===== src/rtl/flag_unit.sv =====
// flag_unit
//   Holds the architectural Z/V/N condition flags written by the EX-stage ALU
//   and evaluates the 3-bit branch condition for the branch sitting in ID.
//   A flag-writing instruction in EX makes the ID branch outcome stale. With
//   BYPASS=0 the branch is stalled for that cycle. With BYPASS=1 the
//   about-to-be-written flags are forwarded to the condition evaluator.
//
// Parameters
//   WIDTH   ALU result width
//   BYPASS  0: stall the ID branch behind an EX flag writer
//           1: forward EX flags combinationally, never stall
//
// Ports
//   clk           rising-edge clock
//   rst_n         synchronous active-low reset (clears flags)
//   stall_in      global pipeline hold; EX does not commit while high
//   flush         squash the EX instruction (no flag write)
//   ex_valid      EX holds a valid instruction
//   ex_flag_we    per-flag write enable {N,V,Z}
//   ex_result     ALU result of the EX instruction
//   ex_ovf        signed overflow from the ALU
//   id_branch     ID holds a conditional branch
//   id_cond       condition code of the ID branch
//   flags         registered flags {N,V,Z}
//   cond_met      condition id_cond holds against the effective flags
//   branch_stall  hold IF/ID; the branch must not resolve this cycle
//
// Handshake: there is no valid/ready pair here. A flag writer is "accepted"
// on the rising edge where commit (ex_valid & ~stall_in & ~flush & rst_n) is
// high; branch_stall tells ID its branch may not resolve in the current cycle.
module flag_unit #(
  parameter int WIDTH  = 16,
  parameter bit BYPASS = 1'b0
) (
  input  logic             clk,
  input  logic             rst_n,
  input  logic             stall_in,
  input  logic             flush,
  input  logic             ex_valid,
  input  logic [2:0]       ex_flag_we,
  input  logic [WIDTH-1:0] ex_result,
  input  logic             ex_ovf,
  input  logic             id_branch,
  input  logic [2:0]       id_cond,
  output logic [2:0]       flags,
  output logic             cond_met,
  output logic             branch_stall
);

  // Condition codes
  localparam logic [2:0] COND_NE = 3'b000;
  localparam logic [2:0] COND_EQ = 3'b001;
  localparam logic [2:0] COND_GT = 3'b010;
  localparam logic [2:0] COND_LT = 3'b011;
  localparam logic [2:0] COND_GE = 3'b100;
  localparam logic [2:0] COND_LE = 3'b101;
  localparam logic [2:0] COND_OV = 3'b110;
  localparam logic [2:0] COND_UN = 3'b111;

  logic       commit;
  logic [2:0] next_flags;
  logic [2:0] write_flags;
  logic [2:0] fe;
  logic       fz;
  logic       fv;
  logic       fn;

  assign commit     = ex_valid & ~stall_in & ~flush & rst_n;
  assign next_flags = {ex_result[WIDTH-1], ex_ovf, (ex_result == '0)};

  // Per-flag merge: enabled bits take the new value, the rest hold.
  assign write_flags = (ex_flag_we & next_flags) | (~ex_flag_we & flags);

  always_ff @(posedge clk) begin
    if (!rst_n) begin
      flags <= 3'b000;
    end else if (commit) begin
      flags <= write_flags;
    end
  end

  // Effective flags seen by the condition evaluator.
  always_comb begin
    fe = flags;
    if (BYPASS && commit) begin
      fe = write_flags;
    end
  end

  assign fz = fe[0];
  assign fv = fe[1];
  assign fn = fe[2];

  always_comb begin
    cond_met = 1'b0;
    unique case (id_cond)
      COND_NE: cond_met = ~fz;
      COND_EQ: cond_met = fz;
      COND_GT: cond_met = ~fz & ~fn;
      COND_LT: cond_met = fn;
      COND_GE: cond_met = fz | (~fz & ~fn);
      COND_LE: cond_met = fn | fz;
      COND_OV: cond_met = fv;
      COND_UN: cond_met = 1'b1;
      default: cond_met = 1'b0;
    endcase
  end

  // The stall does not look at stall_in: a writer held in EX by a global
  // stall keeps the branch held until the writer actually commits.
  always_comb begin
    branch_stall = 1'b0;
    if (!BYPASS) begin
      branch_stall = id_branch & ex_valid & ~flush & (|ex_flag_we);
    end
  end

endmodule


===== config.mk =====
export PLATFORM = sky130hd
export DESIGN_NAME = flag_unit
export DESIGN_NICKNAME = d
export VERILOG_FILES = /design/src/rtl/flag_unit.sv
export SDC_FILE = /design/constraint.sdc
export NUM_CORES = 1
export LEC_CHECK = 0
export ABC_AREA = 1
export CAP_MARGIN = 15
export CORE_AREA = 2 2 39 41
export CTS_CLUSTER_SIZE = 25
export DETAILED_ROUTE_END_ITERATION = 8
export DIE_AREA = 0 0 41 43
export GPL_ROUTABILITY_DRIVEN = 0
export GPL_TIMING_DRIVEN = 0
export MAX_ROUTING_LAYER = met4
export PLACE_DENSITY_LB_ADDON = 0.1
export SYNTH_ARGS = -nofsm -noshare
export SYNTH_HDL_FRONTEND = slang
export SYNTH_SLANG_ARGS = --single-unit

===== constraint.sdc =====
create_clock -name clk -period 0.91 [get_ports clk]
set_clock_uncertainty 0.05 [all_clocks]
set_input_delay 0.091 -clock clk [delete_from_list [all_inputs] [get_ports clk]]
set_output_delay 0.091 -clock clk [all_outputs]
set_load 0.01 [all_outputs]

* After elaboration in Yosys (flattened, before gate mapping)
Cells that the tools add are included. W data, S select, Z words.
Cells by class: $lt $le $gt $ge 0, div/mod/pow operators 0, equal/unequal tests 7, multipliers 0, bitwise operators 17, add/subtract/negate cells 0, reductions and logical operators 3, muxes and demuxes 1, shift-type cells 0
Operator list (count):
- $logic_not A16 Y1 | 1
- $eq A3 B3 Y1 const B | 4
- $pmux W1 S8 | 1
- $and A1 B1 Y1 | 7
- $and A3 B3 Y3 | 2
- $eq A3 B2 Y1 const B | 2
- $not A1 Y1 | 4
- $eq A3 B1 Y1 const B | 1
- $logic_not A3 Y1 | 1
- $not A3 Y3 | 1
- $or A3 B3 Y3 | 1
- $reduce_or A3 Y1 | 1
- $or A1 B1 Y1 | 2
Storage, ports and cells: logic and storage cells 29, memory bits (writable) 0, bits in latches 0, memories 0, register bits after elaboration 3, output and inout bits 5, input bits 29, memory bits (read-only) 0

* Depth between registers and ports, before layout
Gate-level depths: netlist (run 1).
depth in word-level cells 4, gate-level depth with buffers 6, depth with buffers taken out 6

* Worst setup path before layout (run 1)
OpenSTA, ideal clock, no wires.
kind register to output, start register (tool-made name), end output port cond_met, required time 769 ps, arrival 777 ps, cell stages (with the launch flop) 7, path slack -8 ps, path buffers 0, cells stage by stage dfxtp_1 inv_1 nand2_1 o21ai_0 o21ai_0 nand2_1 nand2_1
RTL lines:
- to (decl) | line 46 | output logic cond_met,

==> results of run 1 <==
[critical path, delay by kind of cell (launching register included)]
family,cells,cell delay (ns)
compound gates,1,0.11
simple gates,4,0.22
buf+inv,2,0.18
flops,1,0.31
[power by group through the flow]
stage | logic (uW) | registers (uW) | clock network (uW)
final | 182 | 136 | 237
after global routing | 204 | 136 | 268
after CTS | 184 | 136 | 243
after detailed placement | 197 | 138 | 0
after global placement | 195 | 138 | 0
after floorplan | 46.5 | 139 | 0
[area by class of cell]
cell class / instances / area [sq um]
Sequential cell: 3 / 63.8
Timing Repair Buffer: 36 / 335
Tap cell: 16 / 20.0
Fill cell: 155 / 689
Clock buffer: 4 / 26.3
Inverter: 9 / 33.8
Multi-Input combinational cell: 47 / 215
[metrics by stage]
stage / util / instance area, sq um / cells
finish: 0.502 / 694 / 115
detailed placement: 0.469 / 649 / 108
global route: 0.502 / 694 / 115
floorplan: - / 299 / 59
CTS: 0.491 / 679 / 115
global placement: 0.469 / 649 / 108
[metal layers]
layer	track usage	part of all wire	vias up
met3	0.0157	0.057	2
li1	-	-	261
met1	0.118	0.39	195
met2	0.234	0.54	17
met5	-	0	-
met4	0.120	0.016	0
[worst min-delay path by stage]
stage | slack, ns | end | start
CTS | 0.23 | register | rst_n
global placement | 0.41 | register | register
finish | 0.07 | register | ex_flag_we[1]
detailed placement | 0.42 | register | register
floorplan | 0.18 | register | rst_n
global route | 0.09 | register | ex_flag_we[1]
[synth_stat cells]
cell,instances
nand3_1,5
nor2_1,14
dfxtp_1,3
o21ai_0,2
nand2_1,20
nor2_2,1
a21oi_2,1
inv_1,9
a21oi_1,3
nor2_4,1
[layout by cell type (no fill, tap or decap)]
cell type,Yosys,final
a21oi_2,1,1
nand3_1,5,5
dlygate4sd2_1,0,7
nor2_1,14,13
nand2_2,0,2
nor2_4,1,1
clkbuf_4,0,3
inv_2,0,3
buf_2,0,3
buf_4,0,2
buf_6,0,3
nor2_2,1,2
inv_1,9,6
dfxtp_2,0,3
clkbuf_2,0,2
dlymetal6s2s_1,0,4
a21oi_1,3,3
o21ai_1,0,1
clkdlybuf4s50_1,0,15
o21ai_2,0,1
nand2_1,20,18
clkbuf_1,0,1
[repair_timing]
action	CTS	global route
setup buffers	3	1
endpoints found under the hold margin	0	0
endpoints found under the setup margin	7	7
pin swaps	7	17
resized for setup	39	12
[cells by family (layout without fill, tap and decap cells)]
group | after synthesis | in the layout | share of synthesized area
AND/OR/NAND/NOR | 41 | 41 | 0.571
AO/OA/AOI/OAI | 6 | 6 | 0.113
flip-flops | 3 | 3 | 0.202
buffers and inverters | 9 | 49 | 0.113
==> results.json, run 1 <==
{
  "status": "finished with violations",
  "violations": "negative setup slack",
  "worst_slack_ns": -0.281,
  "dieWidth_microns": 41,
  "synthTopCellsByArea": "nand2_1, dfxtp_1, nor2_1",
  "crit_path_end": "cond_met",
  "rsz0062_at_grt": "yes",
  "reg2reg_slack_ns": 0.11,
  "drv_cap": 0,
  "wl_per_cell_microns": 7.68,
  "crit_top_cell": "nand2_1",
  "layout.nets": 129,
  "hold_viol_final": 0,
  "synth_top_area_cell": "nand2_1",
  "drtPass1Iterations": 3,
  "crit_fanout": 3,
  "num_io_pins": 34,
  "cts_buffers": 3,
  "tightest_slew_ns": 0.177,
  "cts_root_buf": "clkbuf_4",
  "avgSynthCellArea_sq_um": 5.05,
  "synthesis.area_sq_um": 298,
  "synth_top_cell_area_share": 0.252,
  "switching_share": 0.249,
  "whs_ns": 0.0746,
  "vias": 475,
  "slowest_delay_ns": 0.31,
  "seq_power_share": 0.245,
  "drc": 0,
  "antenna_found_initial": 0,
  "relSlewSlack": 0.882,
  "synthesis.nets": 88,
  "via_per_inst": 4.13,
  "synth-seq-area-share": 0.202,
  "crit_slowest_cell": "dfxtp_2",
  "initial_utilization": 0.215,
  "grt_usage": 0.137,
  "hold_path.class": "in2reg",
  "cts_sinks": 3,
  "grt_pass1_vias": 483,
  "power.density_nw_per_um2": 799,
  "postCtsHoldBufs": 0,
  "grt_first_pass_wirelength_mm": 1.58,
  "synth_warnings": 0,
  "fin_tns_setup_ns": -0.297,
  "syn2layout_area_growth_pct": 133,
  "total_power_uw": 555,
  "dieArea_sq_um": 1760,
  "synth_seq_cells": 3,
  "pre_cts_ws_ns": -0.791,
  "crit_path_end_kind": "output pin",
  "setup_viol": 2,
  "drive_gt1_frac": 0.263,
  "syn_inst": 59,
  "crit_chain": "inv_2 > nor2_1 > nand2_1 > nand2_1 > a21oi_1 > nand2_1 > buf_2",
  "worstRegToRegCells": 5,
  "required_ns": 0.77,
  "internal_power_uw": 417,
  "cts_max_level": 1,
  "drt_iter0_drc": 2,
  "clkPwrFrac": 0.427,
  "power.net_switching_uw": 138,
  "hpwl_microns": 720,
  "final.min_clock_period_ns": 1.19,
  "diodes": 0,
  "die_h_microns": 43,
  "cts_tree": "yes",
  "core-area_sq_um": 1380,
  "drv_slew": 0,
  "yosysUniqueCellTypes": 10,
  "ir_worst_vdd_mv": 0.345,
  "clock.fmax_mhz": 839,
  "holdPathStages": 3,
  "critPathKind": "reg2out",
  "detail-route-antenna-nets": 0,
  "leakage_uw": 0.000366,
  "clock_latency_ns": 0.23,
  "grt.overflow.total": 0,
  "arrival_ns": 1.05,
  "power_frac_comb": 0.328,
  "start_kind": "register",
  "grt_max_degree": 6,
  "routed_wl_microns": 883,
  "cts.clk_slew.worst_paths_ns": 0.04,
  "cts_buffer_depth": 2,
  "final.period_utilization": 1.31,
  "rows": 14,
  "placement.io_buffers": 33
}
Note: power is estimated with default switching activity, not from simulation.
==> inputs of run 2 (changes only) <==
==> constraint.sdc (replaced) <==
create_clock -name clk -period 1.2 [get_ports clk]
set_clock_uncertainty 0.05 [all_clocks]
set_input_delay 0.12 -clock clk [delete_from_list [all_inputs] [get_ports clk]]
set_output_delay 0.12 -clock clk [all_outputs]
set_load 0.01 [all_outputs]
==> results.json, run 2 (synthesis results as in run 1) <==
{
  "setup_viol": 1,
  "core-area_sq_um": 1380,
  "syn2layout_area_growth_pct": 137,
  "slowest_delay_ns": 0.32,
  "worstRegToRegCells": 5,
  "via_per_inst": 4.16,
  "crit_path_end": "cond_met",
  "grt_pass1_vias": 429,
  "cts_sinks": 3,
  "grt.overflow.total": 0,
  "critPathKind": "reg2out",
  "routed_wl_microns": 911,
  "use_met1": 0.119,
  "cts_max_level": 1,
  "leakage_uw": 0.000352,
  "grt_max_degree": 6,
  "ir_worst_vdd_mv": 0.210,
  "total_power_uw": 427,
  "fin_tns_setup_ns": -0.0199,
  "antenna_found_initial": 0,
  "drtPass1Iterations": 6,
  "final_area_sq_um": 706,
  "drv_slew": 0,
  "placement.io_buffers": 33,
  "drv_cap": 0,
  "cts_tree": "yes",
  "grt_util_met2": 0.219,
  "place_area_sq_um": 648,
  "reg2reg_slack_ns": 0.38,
  "seq_power_share": 0.242,
  "violations": "negative setup slack",
  "arrival_ns": 1.05,
  "crit_top_cell": "nand2_1",
  "final_cell_count_no_fill": 116,
  "multiInputGateArea_sq_um": 214,
  "relSlewSlack": 0.882,
  "hpwl_microns": 749,
  "postCtsHoldBufs": 0,
  "crit_slowest_cell": "dfxtp_2",
  "power.net_switching_uw": 99.6,
  "diodes": 0,
  "fillerInstances": 160,
  "layout.nets": 130,
  "drc": 0,
  "regArea_sq_um": 62.6,
  "switching_share": 0.233,
  "grt_first_pass_wirelength_mm": 1.47,
  "wl_per_cell_microns": 7.85,
  "cp_top_family": "flip-flops",
  "cts_buffers": 3,
  "crit_path_end_kind": "output pin",
  "pre_cts_ws_ns": -0.575,
  "crit_cells": 7,
  "most-common-layout-cells": "clkdlybuf4s50_1, nand2_1, nor2_1",
  "status": "finished with violations",
  "power.density_nw_per_um2": 605,
  "required_ns": 1.03,
  "cts_buffer_depth": 2,
  "clock.fmax_mhz": 820,
  "dp_cells": 108,
  "power_frac_comb": 0.352,
  "vias": 482,
  "drive_gt1_frac": 0.180,
  "cts_root_buf": "clkbuf_4",
  "internal_power_uw": 327,
  "worst-path-buf-inv": 2,
  "final.min_clock_period_ns": 1.22,
  "drt_iter0_drc": 5,
  "initial_utilization": 0.215,
  "tightest_slew_ns": 0.177,
  "dieArea_sq_um": 1760,
  "num_io_pins": 34,
  "final.period_utilization": 1.02,
  "rows": 14,
  "die_h_microns": 43,
  "grt.busiest_layer": "met2",
  "hold_path.class": "in2reg",
  "hold_viol_final": 0,
  "worst_slack_ns": -0.0199,
  "grt_usage": 0.122,
  "crit_chain": "inv_2 > nor2_1 > nand2_1 > nand2_1 > a21oi_2 > nand2_1 > buf_2",
  "detail-route-antenna-nets": 0,
  "cts.clk_slew.worst_paths_ns": 0.04,
  "start_kind": "register",
  "final_common_cell": "clkdlybuf4s50_1",
  "clock_latency_ns": 0.23,
  "clkPwrFrac": 0.406,
  "crit_fanout": 3,
  "rsz0062_at_grt": "yes",
  "gr-usage-met3": 0,
  "dieWidth_microns": 41
}
-- run 2: per-stage QoR --
step | hold WS [ns] | util
final | 0.172 | 0.510
after global routing | 0.206 | 0.510
after CTS | 0.416 | 0.490
after detailed placement | 0.425 | 0.468
after global placement | 0.422 | 0.468
after floorplan | 0.206 | -
-- run 2: final cells by class --
class                   instances  share of cell area
repair buffers                 37               0.495
multi-input cells              47               0.303
flip-flops and latches          3              0.0887
inverters                       9              0.0479
clock buffers                   4              0.0372
well taps                      16              0.0284
-- run 2: how the worst min path moves through the flow --
stage                              from  endpoint  slack, ns  cells after the start
after detailed placement       register  register       0.43                      2
after global placement         register  register       0.42                      2
after CTS                        ex_ovf  register       0.42                      3
after floorplan                   rst_n  register       0.21                      2
final                     ex_flag_we[1]  register       0.17                      3
after global routing      ex_flag_we[1]  register       0.21                      3
-- run 2: power groups by stage --
stage / combinational (uW) / sequential, uW / clock [uW]
global placement: 148 / 105 / 0
floorplan: 35.3 / 105 / 0
global route: 167 / 103 / 188
finish: 150 / 103 / 173
detailed placement: 151 / 105 / 0
CTS: 150 / 103 / 181
-- run 2: per-layer routing --
metal	wire length, microns	up-vias
li1	-	263
met1	346	201
met2	499	16
met3	48	2
met4	16	0
met5	0	-
-- run 2: tightest hold or removal path: stages --
cell and delay [ns]:
dlymetal6s2s_1 0.14, nand3_1 0.08, a21oi_1 0.06
-- run 2: timing repair --
item | CTS | global route
buffers inserted | 1 | 3
endpoints found under the setup margin | 5 | 3
pin swaps | 4 | 5
gates resized for setup | 21 | 2
==> inputs of run 3 (changes only) <==
--- a/config.mk
+++ b/config.mk
@@ -6,6 +6,7 @@
 export NUM_CORES = 1
 export LEC_CHECK = 0
 export ABC_AREA = 1
+export ABC_CLOCK_PERIOD_IN_PS = 1200
 export CAP_MARGIN = 15
 export CORE_AREA = 2 2 39 41
 export CTS_CLUSTER_SIZE = 25
@@ -13,7 +14,6 @@
 export DIE_AREA = 0 0 41 43
 export GPL_ROUTABILITY_DRIVEN = 0
 export GPL_TIMING_DRIVEN = 0
-export MAX_ROUTING_LAYER = met4
 export PLACE_DENSITY_LB_ADDON = 0.1
 export SYNTH_ARGS = -nofsm -noshare
 export SYNTH_HDL_FRONTEND = slang
==> results of run 3 <==
No change in the layout: final DEF, timing and power equal those of run 2.
Main changes from that run: overall routing resource usage 0.122 -> 0.119
